===== src/rtl/pi_spi_bridge.sv =====
`default_nettype none
// ============================================================================
// pi_spi_bridge : SPI (mode 0) slave to PiBus single-cycle transaction bridge
// Revision      : 1.0 - initial release
// ============================================================================
package pi_spi_bridge_pkg;

  typedef struct packed {
    logic ce_prg;
    logic ce_chr;
    logic ce_srm;
    logic ce_cfg;
  } pi_map_t;

  typedef struct packed {
    logic        act;
    logic        we;
    logic [23:0] addr;
    logic [7:0]  dato;
    pi_map_t     map;
  } pi_bus_t;

endpackage

module pi_spi_bridge
  import pi_spi_bridge_pkg::*;
#(
  parameter int RD_LAT = 2
) (
  input  logic       clk,
  input  logic       rst_n,
  input  logic       spi_clk,
  input  logic       spi_ss,
  input  logic       spi_mosi,
  output logic       spi_miso,
  input  logic [7:0] pi_di,
  output pi_bus_t    pi
);

  localparam logic [2:0] S_IDLE  = 3'd0;
  localparam logic [2:0] S_CMD   = 3'd1;
  localparam logic [2:0] S_ADDR2 = 3'd2;
  localparam logic [2:0] S_ADDR1 = 3'd3;
  localparam logic [2:0] S_ADDR0 = 3'd4;
  localparam logic [2:0] S_WDATA = 3'd5;
  localparam logic [2:0] S_RDATA = 3'd6;
  localparam logic [2:0] S_DROP  = 3'd7;

  localparam logic [1:0] M_WR   = 2'd0;
  localparam logic [1:0] M_RD   = 2'd1;
  localparam logic [1:0] M_DROP = 2'd2;

  localparam int            LW       = (RD_LAT < 2) ? 1 : $clog2(RD_LAT + 1);
  localparam logic [LW-1:0] LAT_INIT = LW'(RD_LAT);

  // Input synchroniser and edge detector
  logic [1:0] sclk_sync_q;
  logic [1:0] ss_sync_q;
  logic [1:0] mosi_sync_q;
  logic       sclk_prev_q;
  logic       rise_q;
  logic       fall_q;
  logic       mosi_q;
  logic       ss_s;

  // Session and bus state
  logic [2:0]    state_q,   state_d;
  logic [1:0]    mode_q,    mode_d;
  logic [2:0]    bit_cnt_q, bit_cnt_d;
  logic [6:0]    rx_q,      rx_d;
  logic          act_q,     act_d;
  logic          we_q,      we_d;
  logic [23:0]   addr_q,    addr_d;
  logic [7:0]    dato_q,    dato_d;
  logic [7:0]    txbuf_q,   txbuf_d;
  logic [7:0]    tx_sr_q,   tx_sr_d;
  logic          miso_q,    miso_d;
  logic          rd_pend_q, rd_pend_d;
  logic [LW-1:0] lat_q,     lat_d;
  logic [7:0]    rx_byte;
  pi_map_t       map;

  always_ff @(posedge clk or negedge rst_n) begin
    if (!rst_n) begin
      sclk_sync_q <= 2'b00;
      ss_sync_q   <= 2'b11;
      mosi_sync_q <= 2'b00;
      sclk_prev_q <= 1'b0;
      rise_q      <= 1'b0;
      fall_q      <= 1'b0;
      mosi_q      <= 1'b0;
    end else begin
      sclk_sync_q <= {sclk_sync_q[0], spi_clk};
      ss_sync_q   <= {ss_sync_q[0], spi_ss};
      mosi_sync_q <= {mosi_sync_q[0], spi_mosi};
      sclk_prev_q <= sclk_sync_q[1];
      rise_q      <= sclk_sync_q[1] & ~sclk_prev_q;
      fall_q      <= ~sclk_sync_q[1] & sclk_prev_q;
      // MOSI registered alongside the edge flag so both refer to the same pin instant
      mosi_q      <= mosi_sync_q[1];
    end
  end

  assign ss_s    = ss_sync_q[1];
  assign rx_byte = {rx_q, mosi_q};

  always_comb begin
    map.ce_prg = ~addr_q[23];
    map.ce_chr = (addr_q[23:21] == 3'b100);
    map.ce_srm = (addr_q[23:18] == 6'b101000);
    map.ce_cfg = (addr_q[23:4] == 20'hFFFF0);
  end

  always_comb begin
    state_d   = state_q;
    mode_d    = mode_q;
    bit_cnt_d = bit_cnt_q;
    rx_d      = rx_q;
    act_d     = 1'b0;
    we_d      = we_q;
    addr_d    = addr_q;
    dato_d    = dato_q;
    txbuf_d   = txbuf_q;
    tx_sr_d   = tx_sr_q;
    miso_d    = miso_q;
    rd_pend_d = rd_pend_q;
    lat_d     = lat_q;

    if (act_q && we_q) begin
      addr_d = addr_q + 24'd1;
    end

    if (ss_s) begin
      state_d   = S_IDLE;
      bit_cnt_d = 3'd0;
      miso_d    = 1'b0;
      rd_pend_d = 1'b0;
    end else if (state_q == S_IDLE) begin
      state_d   = S_CMD;
      bit_cnt_d = 3'd0;
    end else begin
      // Outstanding prefetch: capture the target byte, then step to the next address
      if (rd_pend_q) begin
        if (lat_q == '0) begin
          txbuf_d   = pi_di;
          addr_d    = addr_q + 24'd1;
          rd_pend_d = 1'b0;
        end else begin
          lat_d = lat_q - LW'(1);
        end
      end

      if (rise_q) begin
        rx_d      = rx_byte[6:0];
        bit_cnt_d = bit_cnt_q + 3'd1;
        if (bit_cnt_q == 3'd7) begin
          case (state_q)
            S_CMD: begin
              if (rx_byte == 8'h01) begin
                mode_d = M_WR;
              end else if (rx_byte == 8'h00) begin
                mode_d = M_RD;
              end else begin
                mode_d = M_DROP;
              end
              state_d = S_ADDR2;
            end
            S_ADDR2: begin
              addr_d[23:16] = rx_byte;
              state_d       = S_ADDR1;
            end
            S_ADDR1: begin
              addr_d[15:8] = rx_byte;
              state_d      = S_ADDR0;
            end
            S_ADDR0: begin
              addr_d[7:0] = rx_byte;
              if (mode_q == M_WR) begin
                state_d = S_WDATA;
              end else if (mode_q == M_RD) begin
                state_d   = S_RDATA;
                act_d     = 1'b1;
                we_d      = 1'b0;
                rd_pend_d = 1'b1;
                lat_d     = LAT_INIT;
              end else begin
                state_d = S_DROP;
              end
            end
            S_WDATA: begin
              dato_d = rx_byte;
              we_d   = 1'b1;
              act_d  = 1'b1;
            end
            S_RDATA: begin
              act_d     = 1'b1;
              we_d      = 1'b0;
              rd_pend_d = 1'b1;
              lat_d     = LAT_INIT;
            end
            default: begin
            end
          endcase
        end
      end

      // First falling edge of a byte presents the prefetched byte; later ones shift
      if (fall_q) begin
        if (state_q == S_RDATA) begin
          if (bit_cnt_q == 3'd0) begin
            miso_d  = txbuf_q[7];
            tx_sr_d = {txbuf_q[6:0], 1'b0};
          end else begin
            miso_d  = tx_sr_q[7];
            tx_sr_d = {tx_sr_q[6:0], 1'b0};
          end
        end else begin
          miso_d = 1'b0;
        end
      end
    end
  end

  always_ff @(posedge clk or negedge rst_n) begin
    if (!rst_n) begin
      state_q   <= S_IDLE;
      mode_q    <= M_DROP;
      bit_cnt_q <= 3'd0;
      rx_q      <= 7'd0;
      act_q     <= 1'b0;
      we_q      <= 1'b0;
      addr_q    <= 24'd0;
      dato_q    <= 8'd0;
      txbuf_q   <= 8'd0;
      tx_sr_q   <= 8'd0;
      miso_q    <= 1'b0;
      rd_pend_q <= 1'b0;
      lat_q     <= '0;
    end else begin
      state_q   <= state_d;
      mode_q    <= mode_d;
      bit_cnt_q <= bit_cnt_d;
      rx_q      <= rx_d;
      act_q     <= act_d;
      we_q      <= we_d;
      addr_q    <= addr_d;
      dato_q    <= dato_d;
      txbuf_q   <= txbuf_d;
      tx_sr_q   <= tx_sr_d;
      miso_q    <= miso_d;
      rd_pend_q <= rd_pend_d;
      lat_q     <= lat_d;
    end
  end

  assign pi       = {act_q, we_q, addr_q, dato_q, map};
  assign spi_miso = miso_q & ~spi_ss;

endmodule

`default_nettype wire

===== config.mk =====
export PLATFORM = sky130hd
export DESIGN_NAME = pi_spi_bridge
export DESIGN_NICKNAME = d
export VERILOG_FILES = /design/src/rtl/pi_spi_bridge.sv
export SDC_FILE = /design/constraint.sdc
export NUM_CORES = 1
export LEC_CHECK = 0
export CAP_MARGIN = 20
export CORE_MARGIN = 2
export CORE_UTILIZATION = 58
export DETAILED_ROUTE_END_ITERATION = 8
export DONT_BUFFER_PORTS = 1
export PLACE_DENSITY_LB_ADDON = 0.3
export SKIP_LAST_GASP = 1
export SLEW_MARGIN = 25
export SYNTH_ARGS = -nofsm -noshare
export SYNTH_HDL_FRONTEND = slang
export SYNTH_SLANG_ARGS = --single-unit

===== constraint.sdc =====
create_clock -name clk -period 2 [get_ports clk]
set_input_delay 0.2 -clock clk [delete_from_list [all_inputs] [get_ports clk]]
set_output_delay 0.2 -clock clk [all_outputs]
set_load 0.05 [all_outputs]

==> flow_summary.yaml <==
outcome:
  status: "complete, but fails checks"
  violations: "hold timing"
placement:
  dp_hpwl_um: 8260
  place.gp.congestion: 0.933
  post-place-ws_ns: -0.0310
  numPortBuffers: 0
critical_path:
  critical_path.endpoint_type: "output port"
  cp.arrival_ns: 1.77
  slowest_delay_ns: 0.48
  worstPathRequired_ns: 1.80
  criticalPathCategory: "reg2out"
  cp-start-kind: "flip-flop"
  crit_slowest_cell: "or3_4"
  path_max_fanout: 8
  worstRegToRegCells: 5
  reg2reg_slack_ns: 0.07
  worstPathCellList: "nand4_1, or3_4, nor3_4, buf_12"
layout:
  n_antenna_cell: 0
  final_cell_mix: "70 x buf_4, 56 x dfrtp_1, 48 x nand2_1, 32 x nor2_1, 24 x mux2_2"
  syn2layout_area_growth_pct: 24.0
  final_common_cell: "buf_4"
  drive_above_1_share: 0.307
  num-nets-final: 537
logic_synthesis:
  synth_top_area_cell: "dfrtp_1"
  syn_avg_cell_area_um2: 9.55
  async_flop_share: 1.00
  netlist.area_leader.share: 0.431
  synthTopCellsByArea: "dfrtp_1 43%, mux2_2 6.2%, nand2_1 4.2%"
  synth.distinct_cells: 64
  synth_edf_count: 0
  syn_area_um2: 4360
  synth_cells: 456
  synth_warnings: 0
  synth_seq_area_share: 0.449
  synthFlopType: "dfrtp_1"
  synth_nets: 473
  synth_seq_cells: 78
floorplan:
  die_x_um: 90.7
  core_area_um2: 7250
  die_area_um2: 8220
  die_y_um: 90.7
  rows: 31
  io_pins: 52
  start_util: 0.600
clock_network:
  cts.clk_slew.worst_paths_ns: 0.08
  clk_path_buf_depth: 2
  postCtsHoldBufs: 11
  h-tree-depth: 3
  insertion_delay_ns: 0.36
  cts_sinks: 78
  root_buffer: "clkbuf_8"
  cts_tree: "done"
  numCtsBuffers: 9
drt:
  wl_um: 12100
  routed_via_density: 6.36
  first_pass_iters: 6
  postRouteAntennaNets: 0
  drc: 0
  vias: 3970
  drt_iter0_markers: 366
  wl_per_cell_um: 19.3
power_and_ir_drop:
  power_density_nw_per_um2: 577
  ir_worst_vdd_mv: 0.580
  leakage_uw: 0.00239
timing:
  rsz0062_at_grt: "yes"
  skew_ns: 0.0100
  tightestPinTransition_ns: 0.568
  holdWs_ns: -0.465
  setup_viol: 0
  slew_viol_final: 0
  slew_headroom: 0.621
  clock.fmax_mhz: 508
  finalHoldViolCount: 78
  finalWorstSetupSlack_ns: 0.0297
  period_needed_ns: 1.97
  period_share: 0.985
run:
  maxCapViolCount: 0
global_routing:
  grt_max_degree: 79
  track_usage: 0.302
  grt_pass1_wl_um: 19400
  grt_pass1_vias: 3863
  overflow: 0
  antenna_found_initial: 0
hold_path:
  hp-class: "in2async"
area by class of cell:
type                       count  area, µm²
timing repair buffer          83        676
fill                         521       1850
tap                           99        124
multi-input combinational    338       2400
clock inverter                 6       43.8
clock buffer                  10        138
sequential                    78       1980
inverter                      10       37.5
layer usage:
metal,GRT usage,vias up,routed length (µm)
li1,-,1785,-
met3,0.0509,46,957
met1,0.401,1932,4900
met2,0.479,207,5800
met5,0,-,0
met4,0.154,0,412
cells by family after synthesis:
| family | count (synthesis) | share of synthesized area |
|---|---|---|
| buffers and inverters | 41 | 0.0385 |
| muxes | 34 | 0.0850 |
| DFF | 78 | 0.449 |
| and+or+nand+nor | 176 | 0.208 |
| AOI/OAI and AO/OA | 91 | 0.144 |
| adders and majority gates | 4 | 0.0115 |
| xor gates and xnor gates | 32 | 0.0643 |
metrics by stage:
step	std cells	area, µm²	total power [µW]	utilization	setup TNS (ns)
2_1_floorplan	456	4490	1880	-	-0.235
3_3_place_gp	589	4940	2000	0.681	0
3_5_place_dp	589	4940	2010	0.681	-0.184
4_1_cts	620	5270	3100	0.727	-0.00734
5_1_grt	624	5400	3230	0.744	-0.0927
6_report	624	5400	3110	0.744	0
worst paths after layout:
path                              start            to
min in group clk           ss_sync_q[0]  ss_sync_q[1]
max reg2reg                   addr_q[5]    addr_q[23]
min reg2reg                ss_sync_q[0]  ss_sync_q[1]
max in group asynchronous         rst_n     mode_q[1]
min                               rst_n    addr_q[22]
max                          addr_q[14]         pi[0]
synth_stat cells (2+ instances only):
cell,n
dfrtp_1,75
nand2_1,49
nor2_1,32
mux2_2,24
clkbuf_1,22
nor3_1,21
o21ai_0,16
xnor2_1,16
xor2_1,16
nand3_1,12
a22oi_1,11
nand4_1,11
nor4_1,11
inv_1,10
mux2i_1,10
o22ai_1,10
a21oi_1,9
nor2b_1,7
o211ai_1,7
and2_1,6
and3_1,5
o21ai_1,5
buf_2,4
ha_1,4
o31ai_1,4
or2_1,4
a221oi_1,3
a31oi_1,3
a41oi_1,3
dfstp_2,3
or3_1,3
a211oi_1,2
a32oi_1,2
buf_1,2
buf_4,2
o2111ai_1,2
o211a_1,2
o31a_1,2
sequential cells by signal (all words and copies together), names as in the netlist, 3 cells and up:
register	count
dato_q	8
txbuf_q	8
addr_q	24
tx_sr_q	7
state_q	3
bit_cnt_q	3
rx_q	7
critical path: cells and delay by family (launching register included):
family                 cells  cell delay (ns)
buffers and inverters      1             0.17
flip-flops                 1             0.36
AND/OR/NAND/NOR            3             0.89
repair_timing:
item / CTS / global route
setup endpoints to repair: 9 / 18
setup buffers: 5 / 3
resized for setup: 3 / 20
hold endpoints to repair: 89 / 78
pin swaps: 3 / 8
gates cloned: 0 / 1
where the power goes:
group          leakage (µW)  switching [µW]  internal [µW]
sequential          0.00101             108           1630
clock             0.0000930             602            491
combinational       0.00129             170            112
total               0.00239             881           2230
No activity file was read; power rests on OpenSTA's default activity.
